$ cat src/rtl/t05_huffman_decoder.sv
// Huffman decoder: walks the code tree in node SRAM one fetch per code bit, emitting a character per leaf.
// Latency 2L+1 cycles per symbol of code length L; node_req/bit_ready/char_valid each hold until their handshake.
module t05_huffman_decoder #(
  parameter logic [3:0] EN_CODE   = 4'd6,
  parameter logic [8:0] MAX_DEPTH = 9'd256
) (
  input  logic        clk,
  input  logic        nrst,
  input  logic [3:0]  en_state,
  input  logic [7:0]  root_idx,
  input  logic [31:0] total_chars,
  output logic        node_req,
  output logic [7:0]  node_addr,
  input  logic        node_ack,
  input  logic [17:0] node_data,
  input  logic        bit_valid,
  input  logic        bit_in,
  output logic        bit_ready,
  output logic        char_valid,
  output logic [7:0]  char_out,
  input  logic        char_ready,
  output logic        err,
  output logic [3:0]  fin_state
);

  typedef enum logic [2:0] {
    S_IDLE     = 3'd0,
    S_FETCH    = 3'd1,
    S_WAIT_BIT = 3'd2,
    S_EMIT     = 3'd3,
    S_DONE     = 3'd4
  } state_t;

  state_t      r_state;
  state_t      w_next;
  logic [7:0]  r_cur;
  logic [17:0] r_node;
  logic [8:0]  r_depth;
  logic [31:0] r_count;
  logic [7:0]  r_char;
  logic        r_err;

  logic        w_en;
  logic        w_abort;
  logic [8:0]  w_child;
  logic [8:0]  w_depth_inc;
  logic [31:0] w_count_inc;
  logic        w_depth_hit;
  logic        w_last_char;

  assign w_en        = (en_state == EN_CODE);
  assign w_abort     = (r_state != S_IDLE) && !w_en;
  assign w_child     = bit_in ? r_node[8:0] : r_node[17:9];
  assign w_depth_inc = r_depth + 9'd1;
  assign w_count_inc = r_count + 32'd1;
  assign w_depth_hit = (w_depth_inc >= MAX_DEPTH);
  assign w_last_char = (w_count_inc == total_chars);

  always_ff @(posedge clk or negedge nrst) begin
    if (!nrst) begin
      r_state <= S_IDLE;
    end else begin
      r_state <= w_next;
    end
  end

  always_comb begin
    w_next = r_state;
    if (w_abort) begin
      w_next = S_IDLE;
    end else begin
      case (r_state)
        S_IDLE: begin
          if (w_en) begin
            w_next = (total_chars == 32'd0) ? S_DONE : S_FETCH;
          end
        end
        S_FETCH: begin
          if (node_ack) begin
            w_next = S_WAIT_BIT;
          end
        end
        S_WAIT_BIT: begin
          if (bit_valid) begin
            // A leaf always wins, even on the edge that reaches the depth limit.
            if (!w_child[8]) begin
              w_next = S_EMIT;
            end else if (w_depth_hit) begin
              w_next = S_DONE;
            end else begin
              w_next = S_FETCH;
            end
          end
        end
        S_EMIT: begin
          if (char_ready) begin
            w_next = w_last_char ? S_DONE : S_FETCH;
          end
        end
        S_DONE:  w_next = S_DONE;
        default: w_next = S_IDLE;
      endcase
    end
  end

  always_ff @(posedge clk or negedge nrst) begin
    if (!nrst) begin
      r_cur   <= 8'd0;
      r_node  <= 18'd0;
      r_depth <= 9'd0;
      r_count <= 32'd0;
      r_char  <= 8'd0;
      r_err   <= 1'b0;
    end else if (w_abort) begin
      r_cur   <= 8'd0;
      r_node  <= 18'd0;
      r_depth <= 9'd0;
      r_count <= 32'd0;
      r_char  <= 8'd0;
      r_err   <= 1'b0;
    end else begin
      case (r_state)
        S_IDLE: begin
          if (w_en && (total_chars != 32'd0)) begin
            r_cur   <= root_idx;
            r_depth <= 9'd0;
            r_count <= 32'd0;
          end
        end
        S_FETCH: begin
          if (node_ack) begin
            r_node <= node_data;
          end
        end
        S_WAIT_BIT: begin
          if (bit_valid) begin
            r_depth <= w_depth_inc;
            if (w_child[8]) begin
              r_cur <= w_child[7:0];
              if (w_depth_hit) begin
                r_err <= 1'b1;
              end
            end else begin
              r_char <= w_child[7:0];
            end
          end
        end
        S_EMIT: begin
          if (char_ready) begin
            r_count <= w_count_inc;
            if (!w_last_char) begin
              r_cur   <= root_idx;
              r_depth <= 9'd0;
            end
          end
        end
        default: ;
      endcase
    end
  end

  // Handshake outputs are gated by enable so an abort cycle never completes a transfer.
  always_comb begin
    node_req   = 1'b0;
    bit_ready  = 1'b0;
    char_valid = 1'b0;
    fin_state  = 4'd0;
    case (r_state)
      S_FETCH:    node_req   = w_en;
      S_WAIT_BIT: bit_ready  = w_en;
      S_EMIT:     char_valid = w_en;
      S_DONE:     fin_state  = EN_CODE;
      default: ;
    endcase
  end

  assign node_addr = r_cur;
  assign char_out  = r_char;
  assign err       = r_err;

endmodule

$ cat config.mk
export PLATFORM = sky130hd
export DESIGN_NAME = t05_huffman_decoder
export DESIGN_NICKNAME = d
export VERILOG_FILES = /design/src/rtl/t05_huffman_decoder.sv
export SDC_FILE = /design/constraint.sdc
export NUM_CORES = 1
export LEC_CHECK = 0
export CELL_PAD_IN_SITES_DETAIL_PLACEMENT = 1
export CELL_PAD_IN_SITES_GLOBAL_PLACEMENT = 1
export CORE_MARGIN = 5
export CORE_UTILIZATION = 36
export DETAILED_ROUTE_END_ITERATION = 10
export PLACE_DENSITY_LB_ADDON = 0.1
export SYNTH_ARGS = -nofsm -noshare
export SYNTH_HDL_FRONTEND = slang
export SYNTH_SLANG_ARGS = --single-unit
$ cat constraint.sdc
create_clock -name clk -period 3.1 [get_ports clk]
set_input_delay 0.775 -clock clk [delete_from_list [all_inputs] [get_ports clk]]
set_output_delay 0.775 -clock clk [all_outputs]
set_load 0.01 [all_outputs]
==> results of run 1 <==
routing by layer:
| layer | vias to the layer above | track usage | part of all wire |
|---|---|---|---|
| met2 | 122 | 0.379 | 0.51 |
| met4 | 0 | 0.0599 | 0.018 |
| met3 | 31 | 0.0375 | 0.046 |
| met1 | 2613 | 0.267 | 0.42 |
| met5 | - | 0 | 0 |
| li1 | 2540 | - | - |
state kept, by name, summed over array words and instances, names as in the netlist:
| name | count |
|---|---|
| r_state | 3 |
| node_addr | 8 |
| err | 1 |
| r_depth | 9 |
| r_count | 32 |
| r_node | 18 |
| char_out | 8 |
stage by stage:
step / utilization / cell area (um^2) / hold WS, ps
2_1_floorplan: - / 5120 / 471
3_3_place_gp: 0.495 / 6890 / 498
3_5_place_dp: 0.495 / 6890 / 497
4_1_cts: 0.528 / 7350 / 516
5_1_grt: 0.538 / 7500 / 531
6_report: 0.538 / 7500 / 497
worst max path at each step:
stage / from / endpoint / cells past startpoint
finish: r_count[14] / node_addr[2] / 12
global route: r_count[9] / node_addr[0] / 12
detailed placement: total_chars[30] / node_addr[2] / 10
floorplan: r_count[0] / node_addr[0] / 11
global placement: total_chars[30] / node_addr[2] / 10
CTS: r_count[14] / node_addr[2] / 12
area by class of cell:
type | instances | area [um^2]
inverters | 8 | 30.0
well taps | 180 | 225
repair buffers | 207 | 1820
clock buffers | 9 | 225
flip-flops and latches | 79 | 1980
fillers | 1634 | 6440
multi-input cells | 478 | 3140
clock inverters | 7 | 81.3
cells in the final DEF, fill, tap and decap left out, drive strengths merged, types with 15 or more instances in the layout:
master / count
xnor2: 30
xor2: 18
dfrtp: 79
a21oi: 25
nand2: 84
clkdlybuf4s50: 82
nor4: 15
nand4: 22
nor2: 68
o21ai: 61
buf: 119
nand3: 21
cells by family after synthesis:
| kind of cell | count (synthesis) |
|---|---|
| AOI/OAI and AO/OA | 141 |
| xor gates and xnor gates | 48 |
| adders and majority gates | 2 |
| buffers and inverters | 48 |
| DFF | 79 |
| muxes | 22 |
| other | 1 |
| and+or+nand+nor | 263 |
repair_timing:
action	CTS	global route
gates resized for setup	24	21
endpoints found under the setup margin	19	20
pin swaps	11	16
hold endpoints to repair	0	0
buffers inserted	7	5
cell usage after synthesis (3+ instances only):
cell type	number
o41ai_1	5
o21ai_0	61
mux2i_1	13
inv_1	8
nand2b_1	4
mux2_4	8
a21oi_1	25
nor2_1	66
o31ai_1	11
nor4_1	13
a31oi_1	11
buf_2	6
nand4_1	20
nor3_1	8
o32a_2	4
or3_1	4
nor2b_1	4
and3b_1	3
o32a_1	3
nand2_1	84
clkbuf_1	29
xnor2_1	30
dfrtp_1	79
xor2_1	18
buf_4	3
and3_1	13
nand3_1	19
a211oi_1	10
where the power goes:
part           switching [uW]  internal (uW)
Clock                     479            639
Combinational             471            457
Sequential                107           1200
Total                    1060           2300
==> impl_results.md, run 1 <==
* Outcome: finished with violations
* Failing checks: setup timing
* FFs w/ async S/R, synth at 1.00
* Clock Latency Late Sink at between 300 and 400 ps
* Post-synthesis compound-gate area fraction at 0.169
* Cell Pwr Density at 448 nW/um^2
* Worst-case clock buffer depth at 2
* # IOs at between 90 and 100
* Post-synthesis cell area at 5120 um^2
* Primary FF master, synth: dfrtp_1
* Sink Count at 79
* Min Tclk post-route at approximately 3200 ps
* Clock-pin slew on the worst setup and hold paths at 60 ps
* Synth area leader: dfrtp_1
* Critical path's slowest cell: dfrtp_1
* Mapped Cells at a little over 600
* GRT Total Usage at 0.214
* Hold WC Path Type: primary input to asynchronous set/reset pin
* Die Span X at roughly 130 um
* Total power at 3350 uW
* Nets at 853
* Max-Cap Viols at 0
* Antenna Cells at 0
* TritonCTS clock tree: yes
* Post-synth EDFFs at 0
* Vias in the first global route at 5634
* Worst Path Buf+Inv at 3
* Reg2reg end: node_addr[2]
* Die extent in y at roughly 130 um
* Worst-case reg-to-reg path depth at 12
* Area grow syn2layout at 46.5%
* Initial cell density of the core at 0.367
* Share of layout cells above drive strength 1 at 0.242
* Register area share after synthesis at 0.386
* Max-slew violations at 0
* Largest net degree at the start of global routing at 55
* Top cell type's share of synthesized area at 0.386
* Crit path launch type: flip-flop
* Cts bufs inserted at 9
* DRC viols at 0
* Drt total wl at around 18000 um
* Crit path cell chain: buf_4, nand4_1, buf_4, nor4_2, buf_4, and3b_1, nand4_1, nand2_1, nand4_1, nor4_4, or3_4, mux2_4
* Syn Area/Cell at 8.47 um^2
* Final Non-Filler Cells at roughly 970
* Adder-cell area share of the yosys netlist at 0.00489
* Drt first pass iters at 4
* Initial antenna violation count at 0
* Simple-Gate Fraction of Synth Area at 0.265
* Clock skew at 9.56 ps
* Final Setup Violations at 16
* Unrepaired setup endpoints after global routing: yes
* PortBufs at roughly 90
* DRT antenna net count at 0
* Family with the most delay on the worst path: simple AND/OR/NAND/NOR gates
* Routability congestion estimate at approximately 0.86
* Dpl hpwl at 13000 um
* WP data required at ~3300 ps
* Tcrit/Tclk final at 1.03
* WL/cell at 18.6 um
* Worst setup EP type: flip-flop
* Final hold viol count at 0
* Grt total ovfl at 0
* Placeable Area at 13900 um^2
* Via-to-Cell Ratio at 5.48
* Slack of the critical path at -91.3 ps
* Number of library cell types mapped by synthesis at 61
* Yosys Warn Count at 0
* Critical path class: flip-flop to flip-flop
* Peak fanout along the critical path at 8
* Xor and xnor fraction of the mapped netlist area at 0.0822
* RR Startpoint: r_count[14]
* Number of cell rows at 43
* Cell Count Post-Placement at 941
* First-pass GRT wire length at between 20000 and 30000 um
* Vias after detailed routing at 5306
* H-tree depth at 3
* Clk root buf: clkbuf_16
* Synth Register Bits at 79
* Total Neg Setup Slack at -906 ps
* First DRT Iteration DRCs at about 240
* Mux cell area share after synthesis at 0.0511
* Worst Path Arrival at ~3400 ps
* Die Area at 16700 um^2
* Largest family of logic cells by synthesized area: simple AND/OR/NAND/NOR gates
* R2R Setup Slk at -90 ps
* Leak at roughly 0.0033 uW
* Fmax at 313 MHz
* Max IR drop VDD at approximately 0.23 mV
* Post-place setup slack at -631 ps
* Slew headroom at 0.488
* Hold-fix buffers at CTS at 0
* Worst-margin pin slew at ~770 ps
* Main area contributors after synthesis: dfrtp_1 (39%), nand2_1 (6.2%), o21ai_0 (6.0%), xnor2_1 (5.1%), nor2_1 (4.8%)
* CP max stage delay at 430 ps
Power figures use the tool's default switching activity.
==> run 2: changes to the inputs <==
RECOVER_POWER = 100   (was default)
==> run 2 against run 1 <==
Net effect: sequential share of layout area up 0.071 points; fmax about the same; sequential power about the same; highest routed layer unchanged; critical path type unchanged; utilization is 0.14 points lower; the flow still finishes with violations (setup timing).
==> impl_results.md, run 2 (synthesized netlist as in run 1, its figures left out) <==
* Vias after detailed routing at 5285
* Tcrit/Tclk final at 1.03
* Initial antenna violation count at 0
* Crit path from: r_count[14]
* Hold WS at 513 ps
* Antenna Cells at 0
* Worst-margin pin slew at 1490 ps
* PortBufs at 89
* DRT antenna net count at 0
* Hold wc startpoint: node_addr[6]
* Dpl hpwl at 13000 um
* # IOs at just over 90
* Vias in the first global route at 5634
* Grt total ovfl at 0
* Worst Path Arrival at 3420 ps
* WL/cell at 18.6 um
* Most frequent cells in the layout: buf_4 (104), nand2_1 (84), dfrtp_1 (79), nor2_1 (64), clkdlybuf4s50_1 (62)
* Peak fanout along the critical path at 8
* Clock Latency Late Sink at approximately 350 ps
* Clock-pin slew on the worst setup and hold paths at roughly 70 ps
* Final Setup Violations at 16
* Largest net degree at the start of global routing at 55
* FILL cells at 1637
* Post-place setup slack at -631 ps
* TritonCTS clock tree: yes
* Hold WC Path Type: flip-flop to flip-flop
* WP data required at 3330 ps
* First-pass GRT wire length at approximately 28000 um
* Drt total wl at 18000 um
* Final Cell Area at 7480 um^2
* Die Area at 16700 um^2
* Leak at 0.00336 uW
* Total Neg Setup Slack at -889 ps
* Cell Count Post-Placement at 941
* Max reg flops at 32
* Commonest non-fill, non-tap cell in the layout: buf_4
* GRT Total Usage at 0.214
* Hold path cells at 1
* Via-to-Cell Ratio at 5.46
* Area grow syn2layout at 46.1%
* Die extent in y at 129 um
* Worst-case reg-to-reg path depth at 12
* Placeable Area at 13900 um^2
* Routability congestion estimate at 0.856
* Cell Pwr Density at around 440 nW/um^2
* Most flops, register: r_count
* Die Span X at 129 um
* Unrepaired setup endpoints after global routing: yes
* Max-slew violations at 0
* Clock skew at 10.1 ps
* Worst setup EP type: flip-flop
* Initial cell density of the core at 0.367
* H-tree depth at 3
* Share of layout cells above drive strength 1 at 0.237
* RR Startpoint: r_count[14]
* Critical path's slowest cell: dfrtp_1
* Cts bufs inserted at 9
* Area post-placement at 6890 um^2
* Worst-case clock buffer depth at 2
* First DRT Iteration DRCs at 236
* Top flop regs: r_count: 32 flops, r_node: 18 flops, r_depth: 9 flops
* Final Non-Filler Cells at 968
* Slack of the critical path at -88.6 ps
* Outcome: finished with violations
* Critical path class: flip-flop to flip-flop
* Drt first pass iters at 4
* Clk root buf: clkbuf_16
* Crit path cell chain: buf_4, nand4_1, buf_4, nor4_2, buf_4, and3b_1, nand4_1, nand2_1, nand4_1, nor4_4, or3_4, mux2_4
* Final hold viol count at 0
* Slew headroom at 0.00796
* Min Tclk post-route at roughly 3200 ps
* Number of cell rows at 43
* DRC viols at 0
* Nets at 853
* Sink Count at 79
* Max-Cap Viols at 0
* CP max stage delay at 430 ps
* Crit path launch type: flip-flop
* Max IR drop VDD at ~0.23 mV
* Failing checks: setup timing
* Fmax at between 300 and 400 MHz
-- run 2: cell types whose count changed in the layout (fill, tap and decap cells not counted) --
cell	delta
and2_1	-1
clkbuf_2	+2
clkdlybuf4s50_1	-20
clkbuf_1	+4
buf_4	-6
and2_0	+1
dlygate4sd3_1	+20
-- run 2: where the power goes --
group | internal [uW] | switching [uW]
registers | 1200 | 105
logic | 428 | 472
clock network | 639 | 481
-- run 2: layer usage --
metal,vias to the layer above,track usage,part of all wire
met2,115,0.379,0.52
met4,0,0.0599,0.019
met1,2605,0.267,0.42
li1,2534,-,-
met5,-,0,0
met3,31,0.0375,0.045
-- run 2: per-stage QoR --
stage,util,total power [uW]
2_1_floorplan,-,1810
3_3_place_gp,0.495,2240
3_5_place_dp,0.495,2270
4_1_cts,0.528,3390
5_1_grt,0.537,3510
6_report,0.537,3320
-- run 2: final cells by class --
| class | count | area [um^2] | area share |
|---|---|---|---|
| inverters | 8 | 30.0 | 0.00402 |
| repair buffers | 207 | 1800 | 0.240 |
| well taps | 180 | 225 | 0.0301 |
| multi-input cells | 478 | 3140 | 0.420 |
| flip-flops and latches | 79 | 1980 | 0.264 |
| clock inverters | 7 | 81.3 | 0.0109 |
| clock buffers | 9 | 225 | 0.0301 |
-- run 2: final timing paths --
check / to / slack, ps
min reg2reg: node_addr[6] / 510
max: node_addr[2] / -90
max in group asynchronous: r_count[0] / 1030
min in group asynchronous: r_depth[4] / 780
min: node_addr[6] / 510
max reg2reg: node_addr[2] / -90
-- run 2: worst max-delay path: cells and delay by family, from the launching register on --
kind | cells | cell delay (ps)
mux | 1 | 310
buf+inv | 3 | 570
flops | 1 | 430
simple gates | 8 | 1740
-- run 2: timing repair --
item,4_1_cts,5_1_grt
pin swaps,11,16
hold buffers,0,0
buffers inserted,7,5
endpoints found under the setup margin,19,20
resized for setup,24,21
==> variant 1, RTL diff (flow settings as in run 2) <==
Change the parameter `MAX_DEPTH` from 9'd256 to 9'd192.
--- a/src/rtl/t05_huffman_decoder.sv
+++ b/src/rtl/t05_huffman_decoder.sv
@@ -4,3 +4,3 @@
   parameter logic [3:0] EN_CODE   = 4'd6,
-  parameter logic [8:0] MAX_DEPTH = 9'd256
+  parameter logic [8:0] MAX_DEPTH = 9'd192
 ) (
Behaviour: no difference found for any inputs over 4 cycles, from zero or initial values and one cycle with nrst low; that may be too few to reach the edited logic, so the function may still have changed.
==> variant 1 against run 2 <==
- the run ends with max-capacitance violations, max-slew violations, negative setup slack left
- worst hold slack got worse by 0.0064 ns
- routed wire length increased by 21%
- die area increased by 4.9%
- core utilization increased by 2.8 points
- non-clock buffer count increased by 38
- sequential share of layout area decreased by 2.4 points
- setup slack improved by 0.0066 ns
- via count increased by 13%
- synthesized area increased by 5.3%
- cell area increased by 10%
- sequential cell count unchanged
- power decreased by 19%
- critical path type unchanged
- largest power group is now clock
==> variant 1: results (changes against run 2) <==
| Metric | Value |
|---|---|
| Status | complete, but fails checks |
| Failing checks | max-capacitance violations, max-slew violations, negative setup slack |
| Sw Ratio | 0.2673 (-0.05066) |
| Comb power | 0.000453 W (-50%) |
| Final WS setup | -0.08194 ns (+0.006632 ns) |
| Via total after detailed routing | 5,978 (+13%) |
| Hold Startpoint | r_node[12]$_DFFE_PN0P_ |
| First-pass GRT wire length | 35.10 mm (+23%) |
| Routed WL per cell | 21.04 um (+13%) |
| Hold Slack | 0.5062 ns (-0.006356 ns) |
| Layout Cells excl Fill | 1,039 (+7.3%) |
| Sequential share of cell area | 0.2404 (-0.02408) |
| GP Congestion | 0.8848 (+3.4%) |
| Synth cell types | 66 (+8.2%) |
| Max Cap Viol | 1 (+1) |
| Slew Limit Headroom | -0.4444 (-0.4524) |
| Post-Syn Instances | 635 (+5.1%) |
| Area fraction in compound gates after synthesis | 0.2127 (+0.04349) |
| DP HPWL | 16.53 mm (+27%) |
| Seq pwr | 0.00109 W (-17%) |
| Vias in the first global route | 6,364 (+13%) |
| Signal buffers | 245 (+18%) |
| Place WS | -0.6261 ns (+0.004450 ns) |
| Max stage delay on crit path | 0.41 ns (-0.02 ns) |
| Worst reg2reg endpoint | node_addr[3]$_DFFE_PN0P_ |
| Nets | 921 (+8.0%) |
| LEAKAGE | 3.565 nW (+6.2%) |
| Depth of the worst register-to-register path | 14 (+2) |
| Slew Limit Fails | 33 (+33) |
| Area after DPL | 7387 um^2 (+7.2%) |
| Area share of xor/xnor cells in the synthesized design | 0.06340 (-0.01877) |
| Sequential area share after synthesis | 0.3669 (-0.01947) |
| Initial drt markers | 326 (+38%) |
| Layout clock area frac | 0.03750 (-0.003500) |
| Multi-In Gates | 507 (+6.1%) |
| TNS Setup | -0.6200 ns (+0.2688 ns) |
| FF-to-FF Start | r_count[12]$_DFFE_PN0P_ |
| NetSw | 0.0007171 W (-32%) |
| Endpoints failing setup | 8 (-8) |
| GRT Total Usage | 0.2463 (+0.03267) |
| Share of layout cells above drive strength 1 | 0.2889 (+0.05158) |
| Largest net degree at the start of global routing | 48 (-13%) |
| Worst vdd ir | 0.0002265 V (-2.2%) |
| Synth top area cells | dfrtp_1 (37%), o21ai_0 (5.4%), nor2_1 (4.7%) |
-- variant 1: worst max-delay path: cells and delay by family, from the launching register on --
kind,cells,cell delay [ns]
DFF,1,0.41
and+or+nand+nor,6,1.25
buffers and inverters,5,0.78
muxes,1,0.30
AOI/OAI and AO/OA,2,0.31
-- variant 1: logic make-up (layout without fill, tap and decap cells) --
| family | count (synthesis) | after routing |
|---|---|---|
| AOI/OAI and AO/OA | 174 | 174 |
| xor gates and xnor gates | 39 | 39 |
| adders and majority gates | 3 | 3 |
| buffers and inverters | 50 | 269 |
| DFF | 79 | 79 |
| muxes | 20 | 20 |
| other | 1 | 2 |
| and+or+nand+nor | 269 | 269 |
-- variant 1: per-layer routing --
| layer | vias up | track usage | wire length, um |
|---|---|---|---|
| li1 | 2785 | - | - |
| met1 | 3016 | 0.3302 | 9561 |
| met2 | 147 | 0.4115 | 10820 |
| met3 | 30 | 0.03664 | 1037 |
| met4 | 0 | 0.07296 | 444 |
| met5 | - | 0 | 0 |
==> variant 2, RTL diff (settings of run 2) <==
Without the edit above. Reset style: synchronous (`nrst`), changed in 2 clocked blocks.
--- a/src/rtl/t05_huffman_decoder.sv
+++ b/src/rtl/t05_huffman_decoder.sv
@@ -58,3 +58,3 @@
 
-  always_ff @(posedge clk or negedge nrst) begin
+  always_ff @(posedge clk) begin
     if (!nrst) begin
@@ -105,3 +105,3 @@
 
-  always_ff @(posedge clk or negedge nrst) begin
+  always_ff @(posedge clk) begin
     if (!nrst) begin
Function: differs if nrst is asserted again (counterexample within 4 cycles, from zero or initial values and one cycle with nrst low); with nrst held inactive, the same outputs for 4 cycles.
==> variant 2 against run 2 <==
- routed wire length grew 6.9%
- highest routed layer unchanged
- setup slack improved by 0.19 ns
- core utilization fell by 1.6 points
- sequential cell count did not move
- synthesized area decreased by 1.8%
- via count increased by 6.3%
- worst hold slack worse by 0.054 ns
- sequential share of layout area down 4.2 points
- non-clock buffer count is 18 lower
- cell area fell by 4.2%
Power is not compared: it rests on default switching activity, and its combinational part moved more than twofold at a synthesized area within 25%.
==> variant 2: results (changes against run 2) <==
| Metric | Value |
|---|---|
| Status | complete, no violations |
| First-pass GRT wire length | 29.90 mm (+5.2%) |
| Synth top area cells | dfxtp_1 (31%), nand2_1 (7.4%), a21oi_1 (7.3%) |
| Area fraction in compound gates after synthesis | 0.2054 (+0.03619) |
| Critical path's top delay family | buffers and inverters |
| Worst skew pair latency | 0.35 ns (about the same) |
| Share of layout cells above drive strength 1 | 0.1925 (-0.04482) |
| Sequential cell area | 1590 um^2 (-20%) |
| Placed insts | 989 (+5.1%) |
| Nets | 891 (+4.5%) |
| Root Driver | clkbuf_16 |
| Vias in the first global route | 5,812 (+3.2%) |
| List of most frequent post-synthesis cells | nand2_1 (99), dfxtp_1 (79), a21oi_1 (73) |
| Initial DRT Pass Iterations | 5 (+1) |
| GP Congestion | 0.9397 (+9.8%) |
| Slew Limit Headroom | 0.4842 (+0.4762) |
| Layout clock area frac | 0.04157 (+0.0005679) |
| DP HPWL | 14.40 mm (+10%) |
| Multi-input logic area | 3341 um^2 (+6.4%) |
| Synth cell types | 69 (+13%) |
| Multi-In Gates | 537 (+12%) |
| Die area | 16,420 um^2 (-1.6%) |
| Sequential share of cell area | 0.2220 (-0.04243) |
| Mean Syn Cell Area | 7.466 um^2 (-12%) |
| Largest net degree at the start of global routing | 37 (-33%) |
| Initial drt markers | 408 (+73%) |
| Buffer share of cell area | 0.2360 (-0.004352) |
| Area share of xor/xnor cells in the synthesized design | 0.06449 (-0.01768) |
| Arr. time, crit path | 2.22 ns (-1.20 ns) |
| Critical path peak fanout | 3 (-5) |
| Async SR Flop Fraction | 0 (-1.000) |
| Invs w/o clock | 5 (-3) |
| Fill cells | 1,702 (+4.0%) |
| Routed WL per cell | 19.12 um (+2.8%) |
| Via total after detailed routing | 5,620 (+6.3%) |
| CP max stage cell | clkdlybuf4s50_1 |
| Seq_cells | 79 (unchanged) |
| GRT Total Usage | 0.2285 (+0.01487) |
| Area after DPL | 6715 um^2 (-2.6%) |
| Sequential area share after synthesis | 0.3147 (-0.07166) |
| Max stage delay on crit path | 0.47 ns (+0.04 ns) |
| Clock skew | 0.009373 ns (-0.0007674 ns) |
| Pwr Total | 0.002466 W |
| Signal buffers | 189 (-8.7%) |
| Place WS | -0.5862 ns (+0.04439 ns) |
| Synth Area in Adders | 0.004980 (+0.00008891) |
variant 2: layer usage:
| metal | track usage | routed length, um |
|---|---|---|
| met3 | 0.03375 | 799 |
| met4 | 0.06429 | 303 |
| met1 | 0.3092 | 8983 |
| met5 | 0 | 0 |
| met2 | 0.3786 | 9151 |
variant 2: repair_timing:
| action | CTS | global route |
|---|---|---|
| setup endpoints to repair | 32 | 23 |
| resized for setup | 18 | 32 |
| buffers inserted | 0 | 1 |
| pin swaps | 3 | 12 |
variant 2: worst paths after layout:
kind / start / to / slack [ns] / depth (start not counted)
setup / recovery: en_state[3] / bit_ready / 0.10 / 5
hold / removal: r_node[11]$_SDFFE_PP0P_ / r_node[11]$_SDFFE_PP0P_ / 0.46 / 2
setup reg to reg: r_count[0]$_SDFFE_PP0P_ / r_depth[8]$_SDFFE_PP0P_ / 0.12 / 10
hold reg to reg: r_node[11]$_SDFFE_PP0P_ / r_node[11]$_SDFFE_PP0P_ / 0.46 / 2
